<file path="src/rtl/core_if_pkg.sv">
// Shared fetch/decode types: opcode constants, instruction word, fetch FSM
// states and the prefetch FIFO entry layout.
package core_if_pkg;

  localparam int unsigned CORE_OPCODE_WIDTH = 6;
  localparam logic [CORE_OPCODE_WIDTH-1:0] OPCODE_NOP = 6'h13;

  typedef logic [31:0] instr_t;

  localparam instr_t INSTR_NOP = {OPCODE_NOP, {(32-CORE_OPCODE_WIDTH){1'b0}}};

  typedef enum logic [1:0] {
    IDLE,
    REQ,
    DROP
  } fetch_state_e;

  typedef struct packed {
    logic [31:0] pc;
    instr_t      instr;
    logic        fault;
  } fetch_entry_t;

endpackage

</file>
<file path="src/rtl/core_if_fifo.sv">
// Prefetch FIFO for core_if: DEPTH entries, clear beats push/pop, and a
// simultaneous push+pop while full is accepted.
module core_if_fifo
  import core_if_pkg::*;
#(
  parameter int unsigned DEPTH = 2
) (
  input  logic                     clk,
  input  logic                     rst,
  input  logic                     push,
  input  logic                     pop,
  input  logic                     clear,
  input  fetch_entry_t             din,
  output fetch_entry_t             head,
  output logic [$clog2(DEPTH):0]   count
);

  localparam int unsigned AW = $clog2(DEPTH);
  localparam int unsigned CW = AW + 1;

  fetch_entry_t   mem_q [DEPTH];
  fetch_entry_t   mem_d [DEPTH];
  logic [AW-1:0]  rd_ptr_q, rd_ptr_d;
  logic [AW-1:0]  wr_ptr_q, wr_ptr_d;
  logic [CW-1:0]  count_q, count_d;
  logic           do_push, do_pop;

  always_comb begin
    do_pop   = pop && (count_q != '0);
    do_push  = push && ((count_q < CW'(DEPTH)) || do_pop);
    mem_d    = mem_q;
    rd_ptr_d = rd_ptr_q;
    wr_ptr_d = wr_ptr_q;
    count_d  = count_q;
    if (clear) begin
      rd_ptr_d = '0;
      wr_ptr_d = '0;
      count_d  = '0;
    end else begin
      if (do_push) begin
        mem_d[wr_ptr_q] = din;
        wr_ptr_d        = wr_ptr_q + AW'(1);
      end
      if (do_pop) rd_ptr_d = rd_ptr_q + AW'(1);
      count_d = count_q + CW'(do_push) - CW'(do_pop);
    end
  end

  always_ff @(posedge clk or negedge rst) begin
    if (!rst) begin
      mem_q    <= '{default: '0};
      rd_ptr_q <= '0;
      wr_ptr_q <= '0;
      count_q  <= '0;
    end else begin
      mem_q    <= mem_d;
      rd_ptr_q <= rd_ptr_d;
      wr_ptr_q <= wr_ptr_d;
      count_q  <= count_d;
    end
  end

  assign head  = mem_q[rd_ptr_q];
  assign count = count_q;

endmodule

</file>
<file path="src/rtl/core_if.sv">
// Instruction fetch stage: owns the fetch PC, runs the imem req/ack port and
// presents the prefetch FIFO head to core_id.
module core_if
  import core_if_pkg::*;
#(
  parameter logic [31:0] RESET_PC = 32'h0000_0000,
  parameter int unsigned DEPTH    = 2
) (
  input  logic        clk,
  input  logic        rst,
  output logic        imem_req,
  output logic [31:0] imem_addr,
  input  logic        imem_ack,
  input  logic [31:0] imem_rdata,
  input  logic        imem_err,
  input  logic        branch_valid,
  input  logic [31:0] branch_target,
  input  logic        id_halt,
  output logic [31:0] if_pc,
  output logic [31:0] if_instr,
  output logic        if_busy,
  output logic        if_fault
);

  localparam int unsigned CW = $clog2(DEPTH) + 1;

  fetch_state_e  state_q, state_d;
  logic [31:0]   fetch_pc_q, fetch_pc_d;
  logic [31:0]   addr_q, addr_d;
  logic [31:0]   last_pc_q, last_pc_d;
  logic          req_q, req_d;
  logic [31:0]   target;
  logic          push, pop, empty, space, slot_after;
  logic [CW-1:0] count;
  fetch_entry_t  head, entry_in;

  core_if_fifo #(.DEPTH(DEPTH)) u_fifo (
    .clk   (clk),
    .rst   (rst),
    .push  (push),
    .pop   (pop),
    .clear (branch_valid),
    .din   (entry_in),
    .head  (head),
    .count (count)
  );

  always_comb begin
    target     = branch_target & ~32'h3;
    empty      = (count == '0);
    if_busy    = empty | id_halt | branch_valid;
    pop        = !if_busy;
    push       = (state_q == REQ) && imem_ack && !branch_valid;
    space      = (count < CW'(DEPTH)) || pop;
    slot_after = (count + CW'(push) - CW'(pop)) < CW'(DEPTH);
    entry_in   = '{pc: addr_q, instr: (imem_err ? INSTR_NOP : imem_rdata), fault: imem_err};

    if_pc     = empty ? last_pc_q : head.pc;
    if_instr  = empty ? INSTR_NOP : head.instr;
    if_fault  = !empty && head.fault;
    last_pc_d = if_pc;
  end

  // fetch_pc always names the outstanding (or next) access; a redirect from
  // IDLE is issued straight to the target to keep the latency at one cycle.
  always_comb begin
    state_d    = state_q;
    fetch_pc_d = fetch_pc_q;
    addr_d     = addr_q;
    req_d      = req_q;
    unique case (state_q)
      IDLE: begin
        if (branch_valid) begin
          fetch_pc_d = target;
          addr_d     = target;
          req_d      = 1'b1;
          state_d    = REQ;
        end else if (space) begin
          addr_d  = fetch_pc_q;
          req_d   = 1'b1;
          state_d = REQ;
        end
      end
      REQ: begin
        if (imem_ack && branch_valid) begin
          fetch_pc_d = target;
          req_d      = 1'b0;
          state_d    = IDLE;
        end else if (imem_ack) begin
          fetch_pc_d = fetch_pc_q + 32'd4;
          if (slot_after) begin
            addr_d = fetch_pc_q + 32'd4;
          end else begin
            req_d   = 1'b0;
            state_d = IDLE;
          end
        end else if (branch_valid) begin
          fetch_pc_d = target;
          state_d    = DROP;
        end
      end
      DROP: begin
        if (branch_valid) fetch_pc_d = target;
        if (imem_ack) begin
          req_d   = 1'b0;
          state_d = IDLE;
        end
      end
      default: state_d = IDLE;
    endcase
  end

  always_ff @(posedge clk or negedge rst) begin
    if (!rst) begin
      state_q    <= IDLE;
      fetch_pc_q <= RESET_PC;
      addr_q     <= '0;
      req_q      <= 1'b0;
      last_pc_q  <= '0;
    end else begin
      state_q    <= state_d;
      fetch_pc_q <= fetch_pc_d;
      addr_q     <= addr_d;
      req_q      <= req_d;
      last_pc_q  <= last_pc_d;
    end
  end

  assign imem_req  = req_q;
  assign imem_addr = addr_q;

endmodule
</file>
<file path="config.mk">
export PLATFORM = sky130hd
export DESIGN_NAME = core_if
export DESIGN_NICKNAME = d
export VERILOG_FILES = /design/src/rtl/core_if_pkg.sv /design/src/rtl/core_if_fifo.sv /design/src/rtl/core_if.sv
export SDC_FILE = /design/constraint.sdc
export NUM_CORES = 1
export LEC_CHECK = 0
export CAP_MARGIN = 20
export CORE_MARGIN = 8
export CORE_UTILIZATION = 55
export DETAILED_ROUTE_END_ITERATION = 8
export PLACE_DENSITY_LB_ADDON = 0.1
export SYNTH_ARGS = -nofsm -noshare
export SYNTH_HDL_FRONTEND = slang
export SYNTH_HIERARCHICAL = 1
export SYNTH_SLANG_ARGS = --single-unit
export TNS_END_PERCENT = 20
</file>
<file path="constraint.sdc">
create_clock -name clk -period 2.4 [get_ports clk]
set_input_delay 0.24 -clock clk [delete_from_list [all_inputs] [get_ports clk]]
set_output_delay 0.24 -clock clk [all_outputs]
set_load 0.01 [all_outputs]
</file>
==> out/results.txt <==
The flow ran to the end, and the final reports show no timing, DRC or antenna violations. The clock period minus worst slack works out to 2.39 ns. The wire length per cell after detailed routing is 20.7 um.

After synthesis, the share of flip-flops with an asynchronous set or reset is 100%. The number of warning messages in the yosys log was 6; the cell area after synthesis was 12,100 um2. Type of element capturing the critical path: an output pin.

The tools report the number of pins with negative max-slew slack in the final report as 0. The HPWL after detailed placement is 20.7 mm. The multi-input combinational cells in the finished layout cover a total of 5630 um2.

The flip-flop and latch count after synthesis was 233. The count of cells in the finished layout, fillers not included, comes to 1,504. The transition time at the pin with the least slew margin is 0.626 ns, and the antenna cell count is 0. Measured along the y axis, the die boundary spans 164 um. After clock tree synthesis, the clock-pin slew on the worst setup and hold paths is 0.07 ns.

The tools report the total global-route track usage as 22.9%. The routed layout has 8,731 vias. The worst-case IR drop observed on VDD is 0.000676 V.

Leaving out fill and tap cells, the most frequent cell in the layout is dfrtp_1. Summing all flip-flop and latch instances after layout gives 5830 um2. The clock group share of total power is 24.4%. The run gives 1,447 as the number of instances in the placed design. Setup slack on the critical path of the routed design comes to 0.0148 ns.

The number of fill cells was 1,662. First-pass iteration count of the detailed router: 5. For the first-pass GRT wire length, the log shows 49.5 mm.

The initial antenna violation count is 0, and the count of maximum capacitance violations is 0. The post-synthesis cell type count was 65; the number of hold-slack violations in the final timing report was 0. In the routed design, unresolved DRC markers number 0. Global routing finished with a remaining overflow of 0. Setup violations remaining at the end of the flow were counted as 0. For this run, global-route usage on met1 was measured as 32.2%. Of the cells placed in the final design, the portion with a size suffix greater than 1 is 27.7%.

The run gives 419 MHz as the timing-limited maximum frequency. The final critical path takes up 99.4% of the cycle. The placer's final routability congestion estimate is 0.897.

The min-delay analysis places its worst path in the category in -> reg. Setup repair after global routing could not meet its margin everywhere. In the layout the commonest cells are 231 x dfrtp_1, 181 x mux2_2, 99 x clkdlybuf4s50_1. Relative to the synthesized area, the layout overhead comes to 24.8%. Of the synthesized area, sequential elements account for 48.2%.

The worst setup path is of the reg -> out kind. The sequential share of power was 39.5%. The largest individual stage delay along the critical path comes from the cell dfrtp_2.

Hold timing on the final database bottoms out at a slack of 0.203 ns. The detail route stage leaves a number of antenna-violating nets equal to 0. Clock latency on the worst-skew pair, taken at its later pin, is 0.52 ns. For the worst setup skew after layout, the log shows 0.0134 ns. Longest individual stage delay on the worst path: 0.43 ns.

The run gives 25 as the TritonCTS buffer count. Dividing total power by cell area gives a power density of 1060 nW/um2. The floorplan die width is 164 um.

The tools report the initial core utilization as 55.8%. The die covers 27,000 um2. Most crowded layer after global routing: met2. Counting every net in the synthesized netlist gives 1,127. The pre-CTS setup slack came out at -0.00520 ns. The via count of the first global-routing pass came out at 8,984.

The type of element launching the critical path is a flip-flop. STA puts the critical path data required time at 2.16 ns. The leakage power total was 6.90 nW.

The initial detailed-routing violation count came out at 590. TritonCTS built the clock tree. Utilization after layout: 69.6%. The number of nets in the layout was 1,285. In this run the register-to-register setup slack is 0.09 ns. Data arrives at the worst endpoint at 2.15 ns.

The floorplan step defined a core boundary enclosing 21,700 um2. Counting every instance in the synthesized netlist gives 1,049. The internal portion of the total power is 10.7 mW.

Pin placement for this block handled 169 I/O pins. The run gives 77 as the largest net degree at the start of global routing. Traced cell by cell, the critical path runs through buf_4 > buf_12 > mux2_2 > or2_2 > dlygate4sd2_1.

The sum of negative setup slack is 0 ns. For this run, the leading register cell type out of synthesis is dfrtp_1. The met3 demand-to-capacity share in global routing was 3.23%; the met2 layer usage reported by global route was 37.4%.

The routed design has 31.1 mm of wire. The number of H-tree levels is 1, and the maximum count of clock buffers along a single path is 3. Power dissipated by switching net loads: 5.35 mW. The cell at the root of the clock tree is clkbuf_16. In this run switching power makes up 33.3% of total power.

Broken down by cell family, the worst path's largest delay share belongs to buffers and inverters. During placement, the flow inserted port buffers numbering 166. After floorplanning, the core was divided into 54 placement rows. After detailed routing, the number of vias per cell comes to 5.81. Clock tree synthesis found a total of 233 sinks. The critical path contains buffers and inverters numbering 3 combined. The mean instance size in the synthesized netlist was 11.5 um2; the worst slew slack as a fraction of its limit was 58.1%.

In this run the worst path has a maximum fanout of 10. Per report_power, the combinational group accounts for 36.1% of the total. The number of synthesized flops with an enable pin works out to 0.
## sequential cells by signal, indices dropped and copies added, names as in the netlist
register	cells
u_fifo/mem_q	130
fetch_pc_q	32
imem_addr	32
last_pc_q	32
state_q	2
u_fifo/count	2
imem_req	1
u_fifo/rd_ptr_q	1
u_fifo/wr_ptr_q	1
## power by group through the flow
stage               registers, mW  logic (mW)  clock network [mW]
floorplan                    5.93        3.90                   0
global placement             6.30        5.84                   0
detailed placement           6.38        5.97                   0
CTS                          6.32        5.84                3.98
global route                 6.51        6.28                4.16
finish                       6.33        5.79                3.91
## final cells by class
type / count / area share, %
Clock inverter: 9 / 0.729
Timing Repair Buffer: 237 / 15.9
Tap cell: 280 / 2.32
Inverter: 10 / 0.249
Multi-Input combinational cell: 700 / 37.3
Sequential cell: 233 / 38.6
Clock buffer: 35 / 4.86
## what timing repair did
item,4_1_cts,5_1_grt
buffers inserted,8,0
gates cloned,5,0
pin swaps,1,0
hold endpoints to repair,72,0
hold buffers,1,0
gates resized for setup,83,39
endpoints found under the setup margin,61,115
## worst register-to-register path, cell delays in order, from the launching register on
cell and delay [ns]:
dfrtp_2 0.42, nor2_4 0.08, buf_12 0.14, or3_1 0.33, inv_1 0.09, and2b_1 0.22, nor4_4 0.19, buf_12 0.19
buf_12 0.17, mux2_2 0.36
## worst paths after layout
path,depth (start not counted),to,from
hold reg to reg,1,u_fifo/mem_q[81]$_DFFE_PN0P_,u_fifo/mem_q[81]$_DFFE_PN0P_
hold / removal,3,u_fifo/count[0]$_DFF_PN0_,branch_valid
setup / recovery,5,if_instr[26],u_fifo/rd_ptr_q$_DFFE_PN0P_
max in group asynchronous,3,fetch_pc_q[1]$_DFFE_PN0P_,rst
min in group asynchronous,2,u_fifo/mem_q[19]$_DFFE_PN0P_,rst
setup reg to reg,9,u_fifo/mem_q[101]$_DFFE_PN0P_,u_fifo/count[0]$_DFF_PN0_
## cells by family (layout without fill, tap and decap cells)
family,Yosys count,after routing,synth area share [%]
compound gates,158,158,8.93
mux,249,249,23.0
fa+ha+maj,8,8,0.828
simple gates,271,271,12.6
flops,233,233,48.2
xor+xnor,14,14,1.01
buf+inv,116,291,5.45
## metrics by stage
step,instance area [um2],total power [mW]
final,15100,16.0
after CTS,15100,16.1
after floorplan,12100,9.83
after detailed placement,14100,12.3
after global routing,15100,17.0
after global placement,14100,12.1
## metal layers
metal,vias to the layer above,wire length [um]
met5,-,0
met4,0,435
met3,43,1900
met2,295,14700
met1,4325,14000
li1,4068,-
## synthesized netlist by cell type, types with 3 or more instances
| cell type | count | share of area [%] |
|---|---|---|
| a21o_1 | 3 | 0.19 |
| buf_6 | 11 | 1.0 |
| ha_1 | 8 | 0.83 |
| nor3_1 | 13 | 0.54 |
| mux2_2 | 181 | 17 |
| nand4_1 | 10 | 0.52 |
| buf_1 | 5 | 0.16 |
| or2_2 | 8 | 0.41 |
| buf_4 | 33 | 2.0 |
| a222oi_1 | 3 | 0.25 |
| o21ai_1 | 3 | 0.12 |
| dfrtp_1 | 233 | 48 |
| nand3_1 | 15 | 0.62 |
| a311oi_1 | 13 | 0.94 |
| o21ai_0 | 33 | 1.4 |
| a211oi_1 | 6 | 0.37 |
| and4_1 | 3 | 0.22 |
| buf_2 | 14 | 0.58 |
| nand2b_1 | 5 | 0.26 |
| nor4_2 | 3 | 0.31 |
| clkbuf_1 | 43 | 1.3 |
| nor4_1 | 3 | 0.16 |
| o211ai_1 | 7 | 0.43 |
| xor2_1 | 9 | 0.65 |
| a22oi_1 | 23 | 1.4 |
| a31oi_1 | 3 | 0.16 |
| a221o_1 | 5 | 0.41 |
| and3_1 | 6 | 0.31 |
| nor2_1 | 38 | 1.2 |
| o22ai_1 | 7 | 0.36 |
| mux2_1 | 50 | 4.7 |
| nor2b_1 | 78 | 4.0 |
| o31ai_1 | 12 | 0.74 |
| o221ai_1 | 3 | 0.22 |
| or3_1 | 9 | 0.47 |
| inv_1 | 9 | 0.28 |
| a21oi_1 | 25 | 1.0 |
| mux2i_1 | 18 | 1.5 |
| xnor2_1 | 5 | 0.36 |
| nand2_1 | 62 | 1.9 |
Power figures use the tool's default switching activity.
